### config.mk
export PLATFORM = sky130hd
export DESIGN_NAME = pedestrian_request_ctrl_flat
export DESIGN_NICKNAME = d
export VERILOG_FILES = /design/src/rtl/pedestrian_request_ctrl_if.sv /design/src/rtl/pedestrian_request_ctrl.sv /design/src/flat_wrapper.sv
export SDC_FILE = /design/constraint.sdc
export NUM_CORES = 1
export LEC_CHECK = 0
export BUFFER_PORTS_ARGS = -buffer_cell sky130_fd_sc_hd__buf_2
export CORE_MARGIN = 8
export CORE_UTILIZATION = 48
export CTS_BUF_LIST = sky130_fd_sc_hd__clkbuf_16
export DETAILED_ROUTE_END_ITERATION = 10
export GPL_TIMING_DRIVEN = 0
export PLACE_DENSITY = 0.75
export SLEW_MARGIN = 40
export SYNTH_ARGS = -nofsm -noshare
export SYNTH_HDL_FRONTEND = slang
export SYNTH_SLANG_ARGS = --single-unit
### constraint.sdc
create_clock -name pin3_clk_16mhz -period 2.2 [get_ports pin3_clk_16mhz]
set_input_delay 0.22 -clock pin3_clk_16mhz [delete_from_list [all_inputs] [get_ports pin3_clk_16mhz]]
set_output_delay 0.22 -clock pin3_clk_16mhz [all_outputs]
set_load 0.05 [all_outputs]
### src/rtl/pedestrian_request_ctrl_if.sv
// Board-side signals of the pedestrian crossing controller: push-button in, lamps out.
interface pedestrian_request_ctrl_if;
    logic pin10_button;
    logic pin4_green;
    logic pin5_yellow;
    logic pin6_red;
    logic pin7_ped_green;
    logic pin8_ped_red;
    logic pin11_wait;

    modport master (
        output pin10_button,
        input  pin4_green, pin5_yellow, pin6_red, pin7_ped_green, pin8_ped_red, pin11_wait
    );

    modport slave (
        input  pin10_button,
        output pin4_green, pin5_yellow, pin6_red, pin7_ped_green, pin8_ped_red, pin11_wait
    );
endinterface

### src/rtl/pedestrian_request_ctrl.sv
// Pedestrian crossing controller: button request latch, timed phase FSM and lamp decode.
// Lamps are decoded from registered state only, so they follow reset without a clock.
module pedestrian_request_ctrl #(
    parameter int unsigned TIMER_SCALE = 16000000,
    parameter int unsigned GREEN_MIN   = 10,
    parameter int unsigned YELLOW_T    = 3,
    parameter int unsigned ALLRED_T    = 2,
    parameter int unsigned WALK_T      = 8,
    parameter int unsigned FLASH_T     = 4
) (
    input  logic                      pin3_clk_16mhz,
    input  logic                      pin9_rst_n,
    pedestrian_request_ctrl_if.slave  lamp_if
);

    localparam int unsigned MAX_A = (GREEN_MIN > YELLOW_T) ? GREEN_MIN : YELLOW_T;
    localparam int unsigned MAX_B = (MAX_A > ALLRED_T) ? MAX_A : ALLRED_T;
    localparam int unsigned MAX_C = (MAX_B > WALK_T) ? MAX_B : WALK_T;
    localparam int unsigned MAX_D = (MAX_C > FLASH_T) ? MAX_C : FLASH_T;
    localparam int unsigned PW    = $clog2(TIMER_SCALE + 1);
    localparam int unsigned UW    = $clog2(MAX_D + 1);

    localparam logic [PW-1:0] PRESC_LAST = PW'(TIMER_SCALE - 1);

    typedef enum logic [2:0] {
        CAR_GREEN,
        CAR_YELLOW,
        ALL_RED1,
        PED_WALK,
        PED_FLASH,
        ALL_RED2
    } state_e;

    state_e        state_q, state_d;
    logic [PW-1:0] presc_q, presc_d;
    logic [UW-1:0] unit_q, unit_d;
    logic [2:0]    sync_q, sync_d;
    logic          req_q, req_d;
    logic          wrap;
    logic          rise;

    always_ff @(posedge pin3_clk_16mhz or negedge pin9_rst_n) begin
        if (!pin9_rst_n) begin
            state_q <= CAR_GREEN;
            presc_q <= '0;
            unit_q  <= '0;
            sync_q  <= '0;
            req_q   <= 1'b0;
        end else begin
            state_q <= state_d;
            presc_q <= presc_d;
            unit_q  <= unit_d;
            sync_q  <= sync_d;
            req_q   <= req_d;
        end
    end

    always_comb begin
        state_d = state_q;
        presc_d = presc_q + PW'(1);
        unit_d  = unit_q;
        sync_d  = {sync_q[1:0], lamp_if.pin10_button};
        req_d   = req_q;
        wrap    = (presc_q == PRESC_LAST);
        rise    = sync_q[1] & ~sync_q[2];

        if (wrap) begin
            presc_d = '0;
            unit_d  = unit_q + UW'(1);
        end

        // Timed phases leave on the wrap that would complete their last unit.
        case (state_q)
            CAR_GREEN: begin
                if (wrap && (unit_q == UW'(GREEN_MIN))) unit_d = unit_q;
                if (req_q && ((unit_q == UW'(GREEN_MIN)) ||
                              (wrap && (unit_q == UW'(GREEN_MIN - 1)))))
                    state_d = CAR_YELLOW;
            end
            CAR_YELLOW: if (wrap && (unit_q == UW'(YELLOW_T - 1))) state_d = ALL_RED1;
            ALL_RED1:   if (wrap && (unit_q == UW'(ALLRED_T - 1))) state_d = PED_WALK;
            PED_WALK:   if (wrap && (unit_q == UW'(WALK_T - 1)))   state_d = PED_FLASH;
            PED_FLASH:  if (wrap && (unit_q == UW'(FLASH_T - 1)))  state_d = ALL_RED2;
            ALL_RED2:   if (wrap && (unit_q == UW'(ALLRED_T - 1))) state_d = CAR_GREEN;
            default:    state_d = CAR_GREEN;
        endcase

        if (state_d != state_q) begin
            presc_d = '0;
            unit_d  = '0;
        end

        // Clear on walk entry is applied last so it beats a same-cycle press.
        if (rise && (state_q != PED_WALK)) req_d = 1'b1;
        if ((state_d == PED_WALK) && (state_q != PED_WALK)) req_d = 1'b0;
    end

    always_comb begin
        lamp_if.pin4_green     = 1'b0;
        lamp_if.pin5_yellow    = 1'b0;
        lamp_if.pin6_red       = 1'b0;
        lamp_if.pin7_ped_green = 1'b0;
        lamp_if.pin8_ped_red   = 1'b0;
        lamp_if.pin11_wait     = req_q;
        case (state_q)
            CAR_GREEN: begin
                lamp_if.pin4_green   = 1'b1;
                lamp_if.pin8_ped_red = 1'b1;
            end
            CAR_YELLOW: begin
                lamp_if.pin5_yellow  = 1'b1;
                lamp_if.pin8_ped_red = 1'b1;
            end
            PED_WALK: begin
                lamp_if.pin6_red       = 1'b1;
                lamp_if.pin7_ped_green = 1'b1;
            end
            PED_FLASH: begin
                lamp_if.pin6_red       = 1'b1;
                lamp_if.pin7_ped_green = ~unit_q[0];
            end
            default: begin
                lamp_if.pin6_red     = 1'b1;
                lamp_if.pin8_ped_red = 1'b1;
            end
        endcase
    end

endmodule
### src/flat_wrapper.sv
// flat-port wrapper written by rule: the top's interface ports become plain ports
module pedestrian_request_ctrl_flat 
#(
    parameter int unsigned TIMER_SCALE = 16000000,
    parameter int unsigned GREEN_MIN   = 10,
    parameter int unsigned YELLOW_T    = 3,
    parameter int unsigned ALLRED_T    = 2,
    parameter int unsigned WALK_T      = 8,
    parameter int unsigned FLASH_T     = 4
)
  (pin3_clk_16mhz, pin9_rst_n, lamp_if_pin10_button, lamp_if_pin4_green, lamp_if_pin5_yellow, lamp_if_pin6_red, lamp_if_pin7_ped_green, lamp_if_pin8_ped_red, lamp_if_pin11_wait);
  pedestrian_request_ctrl_if lamp_if_i ();
  input  logic pin3_clk_16mhz;
  input  logic pin9_rst_n;
  input wire logic [$bits(lamp_if_i.pin10_button)-1:0] lamp_if_pin10_button;
  output wire logic [$bits(lamp_if_i.pin4_green)-1:0] lamp_if_pin4_green;
  output wire logic [$bits(lamp_if_i.pin5_yellow)-1:0] lamp_if_pin5_yellow;
  output wire logic [$bits(lamp_if_i.pin6_red)-1:0] lamp_if_pin6_red;
  output wire logic [$bits(lamp_if_i.pin7_ped_green)-1:0] lamp_if_pin7_ped_green;
  output wire logic [$bits(lamp_if_i.pin8_ped_red)-1:0] lamp_if_pin8_ped_red;
  output wire logic [$bits(lamp_if_i.pin11_wait)-1:0] lamp_if_pin11_wait;
  assign lamp_if_i.pin10_button = lamp_if_pin10_button;
  assign lamp_if_pin4_green = lamp_if_i.pin4_green;
  assign lamp_if_pin5_yellow = lamp_if_i.pin5_yellow;
  assign lamp_if_pin6_red = lamp_if_i.pin6_red;
  assign lamp_if_pin7_ped_green = lamp_if_i.pin7_ped_green;
  assign lamp_if_pin8_ped_red = lamp_if_i.pin8_ped_red;
  assign lamp_if_pin11_wait = lamp_if_i.pin11_wait;
  pedestrian_request_ctrl #(.TIMER_SCALE(TIMER_SCALE), .GREEN_MIN(GREEN_MIN), .YELLOW_T(YELLOW_T), .ALLRED_T(ALLRED_T), .WALK_T(WALK_T), .FLASH_T(FLASH_T)) u_core (.pin3_clk_16mhz(pin3_clk_16mhz), .pin9_rst_n(pin9_rst_n), .lamp_if(lamp_if_i));
endmodule
Yosys cells after proc, flatten, opt, wreduce, memory -nomap -nowiden:

Cells that the tools add are included.

* add/subtract/negate cells: 2
* eq/ne operators: 16
* mux-type cells: 20
* bitwise gates (word level): 3
* reductions and logical operators: 14

Operator list (number)
* $mux 24: 2
* $add 24x1->24 const B: 1
* $eq 24x24->1 const B: 1
* $mux 3: 6
* $pmux 3 s6: 1
* $mux 4: 4
* $eq 3x2->1 const B: 3
* $logic_and 1x1->1: 9
* $eq 4x2->1 const B: 2
* $eq 4x4->1 const B: 2
* $eq 3x3->1 const B: 2
* $mux 1: 6
* $add 4x1->4 const B: 1
* $eq 4x1->1 const B: 1
* $eq 4x3->1 const B: 1
* $reduce_or 2->1: 2
* $eq 3x1->1 const B: 1
* $logic_not 3->1: 1
* $ne 3x2->1 const B: 1
* $ne 3x3->1: 1
* $ne 3x3->1 const B: 1
* $not 1->1: 2
* $pmux 1 s2: 1
* $reduce_bool 2->1: 1
* 2 further kinds: 2

* flip-flop bits (word level): 35
* input port bits: 3
* output and inout port bits: 6
* word-level logic and storage cells: 60

Depth between registers and ports, before layout:

Gate-level depths: netlist (run 1).

* depth in word-level cells: 9
* depth in mapped cells: 8
* mapped depth without buffers: 6

Worst setup path after synthesis (run 1):

No wires, ideal clock.

* kind: reg-to-reg
* start: register u_core.presc_q[12]
* end: register u_core.state_q[0]
* library setup time: 131 ps
* data arrival time: 1903 ps
* required time: 2069 ps
* setup slack: 165 ps
* cell stages (with the launch flop): 6
* buffers on the path: 0
* period minus slack after synthesis: 2035 ps
* cells stage by stage: dfrtp_1 -> or4b_4 -> nor4_4 -> and2_4 -> a21oi_1 -> or3_1

* word-level cells in the longest chain between the ends: 6
* elaborated cells between the ends (all ways): 15
* those cells by class: 1 x eq/ne; 7 x mux; 7 x reduce/logical

Ends and longest elaborated chain
* start: declaration: RTL line pedestrian_request_ctrl.sv:35 `logic [PW-1:0] presc_q, presc_d;`
* start signal: assignment: RTL line pedestrian_request_ctrl.sv:51 `presc_q <= presc_d;`
* $eq 24x24->1 *: RTL line pedestrian_request_ctrl.sv:64 `wrap = (presc_q == PRESC_LAST);`
* $logic_and 1x1->1: RTL line pedestrian_request_ctrl.sv:77 `(wrap && (unit_q == UW'(GREEN_MIN - 1)))))`
* $logic_or 1x1->1: RTL line pedestrian_request_ctrl.sv:76 `if (req_q && ((unit_q == UW'(GREEN_MIN)) ||`
* $logic_and 1x1->1: RTL line pedestrian_request_ctrl.sv:76
* $mux 3: RTL line pedestrian_request_ctrl.sv:76
* $pmux 3 s6 *: RTL line pedestrian_request_ctrl.sv:73 `case (state_q)`
* via u_core.state_d[0]: RTL line pedestrian_request_ctrl.sv:34 `state_e state_q, state_d;`
* end signal: assignment: RTL line pedestrian_request_ctrl.sv:50 `state_q <= state_d;`
* end: declaration: RTL line pedestrian_request_ctrl.sv:34

Mark *: on every way through the listed nets, which the timed path passes. The rest lies on a longest branch.
A chain may end at the register's enable or synchronous reset.

Final worst setup path (run 1):

Ends and elaborated chain as after synthesis.

==> metrics.cfg, run 1 <==
[run_status]
status = finished, final reports clean

[timing]
skew_ns = 0.00531
tightest_slew_ns = 0.427
finalSetupTns_ns = 0
slew_violations = 0
setup_viol = 0
finalCritPeriodShare = 0.978
slew_headroom = 0.715
finalHoldViolCount = 0
setup_ws_ns = 0.0481
fin_crit_ns = 2.15
fmax_mhz = 465
whs_ns = 0.0541

[synthesis]
avgSynthCellArea_um2 = 9.65
ys_ff_latch = 35
synthDistinctLibCells = 44
synth_top_area_share = 0.456
netlist_instances = 199
ys_seq_area_frac = 0.456
synth_edf_count = 0
ys_top_cells_by_area = dfrtp_1 46%, xnor2_1 6.4%, nor3_1 5.5%, xor2_1 4.6%, nor2_1 4.1%
yosysTopAreaCell = dfrtp_1
syn_nets = 206
synthFlopType = dfrtp_1
synthesis.area_um2 = 1920
ys_async_sr_fraction = 1.00
yosysWarnings = 0

[route]
wl_per_cell_um = 13.7
drtIter0Drc = 75
dr.pass1.iters = 5
via_count = 1511
drt_wl_total_um = 3810
ant_nets = 0
vias_per_cell = 5.45
drc = 0

[grt]
grt_pass1_vias = 1420
track_usage = 0.133
grt_max_degree = 36
grt_antenna_before_repair = 0
overflow = 0
grt_pass1_wl_um = 6670

[cells_and_area]
fill_cells = 348
layoutNonFillerInstCount = 277
most-common-layout-cells = 35 x dfrtp_1, 21 x nor2_1, 21 x nor3_1, 15 x buf_4, 14 x xnor2_1
multiInputGateArea_um2 = 991
mostFrequentLayoutCell = dfrtp_1
drive_gt1_frac = 0.189
regArea_um2 = 876
insertedDiodeCount = 0
nets = 234
area_delta_synth_final_pct = 18.3
fin_util = 0.581

[setup_path]
cp_slowest_stage_delay_ns = 0.55
critPathLaunchType = flip-flop
critPathMaxFanout = 5
required_ns = 2.35
r2r-start = u_core.presc_q[12]
cp_slowest_cell = or4b_4
crit_path_end = u_core.state_q[0]
crit_family = simple AND/OR/NAND/NOR gates
setup.worst_path.class = flip-flop to flip-flop
reg2reg_slack_ns = 0.05
crit_arrival_ns = 2.30
reg2reg_to = u_core.state_q[0]
cp_cell_sequence = or4b_4, nor4_4, and2_4, a21oi_1, or3_1
cp_num_buf_inv = 0
startpoint = u_core.presc_q[12]
endpoint_kind = flip-flop
r2r_cells = 5
crit_cells = 5

[floorplan]
coreArea_um2 = 3910
fp.dieH_um = 79.3
io_pins = 9
rows = 23
initial_core_util = 0.491
dieArea_um2 = 6280
die_x_um = 79.3

[clocking]
htreeDepth = 2
root_buffer = clkbuf_16
clk_pin_slew_ns = 0.05
numCtsBuffers = 5
cts_sinks = 35
cts_tree = built
clockBufferDepth = 2
clk_latency_ns = 0.27

[power_and_ir_drop]
p_clk_frac = 0.493
seq_power_share = 0.494
power_frac_comb = 0.012
leakage_nw = 1.01
irDropWorstVdd_mv = 0.488
power.internal_w = 0.00106
switching_share = 0.194
p_sw_w = 0.000254
power.density_nw_per_um2 = 577

[run]
max-cap-violations = 0

[place]
place_congestion = 0.870
io_buffers = 8
pre_cts_slack_ns = -0.0356
hpwl_um = 2560
dp.cells = 257

[worst_hold_path]
hold_class = primary input to flip-flop

-- registers in the layout, indices dropped and copies added (netlist names) --
register,flops
u_core.presc_q,24
u_core.state_q,3
u_core.sync_q,3
u_core.lamp_if.pin11_wait,1
u_core.unit_q,4
-- kinds of logic after synthesis --
family | after synthesis | synth area share
compound gates | 20 | 0.0808
xor+xnor | 24 | 0.109
fa+ha+maj | 4 | 0.0261
buf+inv | 15 | 0.0326
flops | 35 | 0.456
mux | 1 | 0.00586
simple gates | 100 | 0.289
-- how the worst min path moves through the flow --
stage / to / start / depth (start not counted) / slack [ns]
floorplan: u_core.lamp_if.pin11_wait / pin9_rst_n / 0 / -0.08
global placement: u_core.presc_q[20] / pin9_rst_n / 1 / 0.33
detailed placement: u_core.presc_q[21] / pin9_rst_n / 1 / 0.33
CTS: u_core.presc_q[19] / pin9_rst_n / 1 / 0.04
global route: u_core.sync_q[0] / lamp_if_pin10_button / 1 / 0.05
finish: u_core.sync_q[0] / lamp_if_pin10_button / 1 / 0.05
-- cells in the mapped netlist, types with 2 or more instances --
library cell  number
nor3b_1            3
and4_1             2
buf_2              2
nor4_1             3
and3_1             6
nand3_1           13
clkbuf_1           3
ha_1               4
xnor2_1           14
nor3_1            21
a31oi_1            3
o21ai_0            3
inv_1              9
nor2b_1            4
nor2_1            21
dfrtp_1           35
a21oi_1            3
nand2_1           10
nand2b_1           2
a22o_1             2
nand4_1            4
xor2_1            10
-- final cells by class --
type / instances / area share
repair buffers: 21 / 0.0628
inverters: 9 / 0.0149
flip-flops and latches: 35 / 0.385
plain buffers: 6 / 0.0143
clock buffers: 5 / 0.0551
well taps: 50 / 0.0275
clock inverters: 2 / 0.00385
multi-input cells: 149 / 0.436
-- power groups by stage --
stage                     sequential (W)  combinational, W  clock [W]
after floorplan                 0.000659       0.000000844          0
after global placement          0.000659         0.0000151          0
after detailed placement        0.000659         0.0000150          0
after CTS                       0.000648         0.0000151   0.000664
after global routing            0.000648         0.0000192   0.000700
final                           0.000648         0.0000160   0.000647
-- per-layer routing --
metal | track usage | up-vias | routed length, um
li1 | - | 753 | -
met1 | 0.170 | 715 | 1810
met2 | 0.198 | 38 | 1740
met3 | 0.0372 | 5 | 187
met4 | 0.0704 | 0 | 64
met5 | 0 | - | 0
-- metrics by stage --
stage               area [um^2]  power, W
floorplan                  1920  0.000660
global placement           2020  0.000674
finish                     2270   0.00131
CTS                        2180   0.00133
detailed placement         2020  0.000674
global route               2270   0.00137
-- repair_timing --
item,CTS,global route
hold buffers,0,1
pin swaps,1,3
gates resized for setup,2,3
endpoints found under the hold margin,0,35
setup endpoints to repair,21,17
buffers inserted,2,10
(Power assumes the default switching activity.)
==> run 2: changes to the inputs <==
--- a/config.mk
+++ b/config.mk
@@ -6,12 +6,15 @@
 export NUM_CORES = 1
 export LEC_CHECK = 0
 export BUFFER_PORTS_ARGS = -buffer_cell sky130_fd_sc_hd__buf_2
+export CAP_MARGIN = 0
 export CORE_MARGIN = 8
 export CORE_UTILIZATION = 48
 export CTS_BUF_LIST = sky130_fd_sc_hd__clkbuf_16
 export DETAILED_ROUTE_END_ITERATION = 10
 export GPL_TIMING_DRIVEN = 0
+export MAX_ROUTING_LAYER = met4
 export PLACE_DENSITY = 0.75
+export SKIP_LAST_GASP = 1
 export SLEW_MARGIN = 40
 export SYNTH_ARGS = -nofsm -noshare
 export SYNTH_HDL_FRONTEND = slang
==> metrics.cfg, run 2 (synthesized netlist as in run 1, its figures left out) <==
[clocking]
clk_latency_ns = 0.27
root_buffer = clkbuf_16
cts_tree = built
clk_pin_slew_ns = 0.05
clockBufferDepth = 2
numCtsBuffers = 5
htreeDepth = 2
cts_sinks = 35

[worst_hold_path]
min_path_cells = 1
hold_class = primary input to flip-flop
holdPathEnd = u_core.sync_q[0]
hp-start = lamp_if_pin10_button

[grt]
grt_pass1_vias = 1419
grt_antenna_before_repair = 0
grt_max_degree = 36
grt_pass1_wl_um = 6690
overflow = 0
track_usage = 0.137

[setup_path]
reg2reg_to = u_core.state_q[0]
crit_arrival_ns = 2.30
reg2reg_slack_ns = 0.05
critPathMaxFanout = 5
setup.worst_path.class = flip-flop to flip-flop
r2r_cells = 5
endpoint_kind = flip-flop
r2r-start = u_core.presc_q[12]
required_ns = 2.35
critPathLaunchType = flip-flop

[place]
dp.cells = 257
io_buffers = 8
place_congestion = 0.884
hpwl_um = 2560

[timing]
finalSetupTns_ns = 0
finalCritPeriodShare = 0.978
finalHoldViolCount = 0
fmax_mhz = 465
skew_ns = 0.00530
tightest_slew_ns = 0.426
slew_violations = 0
setup_viol = 0
fin_crit_ns = 2.15
slew_headroom = 0.716

[route]
drtIter0Drc = 86
met3_length_um = 185
drt_wl_total_um = 3820
vias_per_cell = 5.46
wl_per_cell_um = 13.8
top_layer = met4
drc = 0
wl_met2_um = 1730
wl_met1_um = 1830
dr.pass1.iters = 4
via_count = 1513
ant_nets = 0

[cells_and_area]
fill_cells = 348
regArea_um2 = 876
insertedDiodeCount = 0
nets = 234
most-common-layout-cells = 35 x dfrtp_1, 21 x nor2_1, 21 x nor3_1, 15 x buf_4, 14 x xnor2_1
area_delta_synth_final_pct = 18.3
layoutNonFillerInstCount = 277
mostFrequentLayoutCell = dfrtp_1
drive_gt1_frac = 0.189
multiInputGateArea_um2 = 991
largest_reg_flops = 24
reg_top3 = u_core.presc_q: 24 flops, u_core.unit_q: 4 flops
top_register = u_core.presc_q

[run]
max-cap-violations = 0

[floorplan]
coreArea_um2 = 3910
io_pins = 9
fp.dieH_um = 79.3
dieArea_um2 = 6280
rows = 23
initial_core_util = 0.491
die_x_um = 79.3

[power_and_ir_drop]
leakage_nw = 1.01
irDropWorstVdd_mv = 0.488
power.density_nw_per_um2 = 577

[run_status]
status = finished, final reports clean

==> run 2: cell counts in the layout (fill, tap and decap cells not counted) <==
No cell type changed its count.
==> run 2: cell type report <==
type / instances / share of cell area
multi-input combinational: 149 / 0.436
sequential: 35 / 0.385
timing repair buffer: 21 / 0.0628
clock buffer: 5 / 0.0551
tap: 50 / 0.0275
inverter: 9 / 0.0149
buffer: 6 / 0.0143
clock inverter: 2 / 0.00385
==> run 2: worst max path at each step <==
stage,cells past startpoint,slack (ns),from,end
floorplan,5,0.17,u_core.presc_q[12],u_core.state_q[0]
global placement,6,-0.04,u_core.state_q[1],u_core.presc_q[7]
detailed placement,6,-0.04,u_core.presc_q[11],u_core.presc_q[6]
CTS,5,0.02,u_core.presc_q[11],u_core.state_q[0]
global route,5,-0.004,u_core.presc_q[11],u_core.state_q[0]
finish,5,0.05,u_core.presc_q[12],u_core.state_q[0]
==> run 2: repair_timing <==
action,4_1_cts,5_1_grt
hold buffers,0,1
setup buffers,2,10
pin swaps,1,3
hold endpoints to repair,0,35
resized for setup,2,3
endpoints found under the setup margin,21,17
==> run 2: where the power goes <==
group | leakage, nW | internal, W | switching [W]
Clock | 0.0671 | 0.000406 | 0.000241
Sequential | 0.463 | 0.000647 | 0.000000739
Combinational | 0.483 | 0.00000344 | 0.0000125
==> run 2: stage by stage <==
| step | area (um^2) | hold WS (ns) | utilization | setup WS (ns) | total power, W |
|---|---|---|---|---|---|
| after floorplan | 1920 | -0.0756 | - | 0.165 | 0.000660 |
| after global placement | 2020 | 0.328 | 0.517 | -0.0386 | 0.000674 |
| after detailed placement | 2020 | 0.330 | 0.517 | -0.0356 | 0.000674 |
| after CTS | 2180 | 0.0369 | 0.556 | 0.0164 | 0.00133 |
| after global routing | 2270 | 0.0472 | 0.581 | -0.00446 | 0.00137 |
| final | 2270 | 0.0540 | 0.581 | 0.0487 | 0.00131 |
==> run 2: routing by layer <==
metal / track usage / up-vias
met4: 0.0704 / 0
met5: - / -
met1: 0.172 / 713
met2: 0.198 / 40
li1: - / 753
met3: 0.0372 / 7
==> run 2: worst max-delay path, stage by stage (launching register included) <==
cell     delay [ns]
dfrtp_1        0.40
or4b_4         0.55
nor4_4         0.38
and2_4         0.24
a21oi_1        0.06
or3_1          0.39
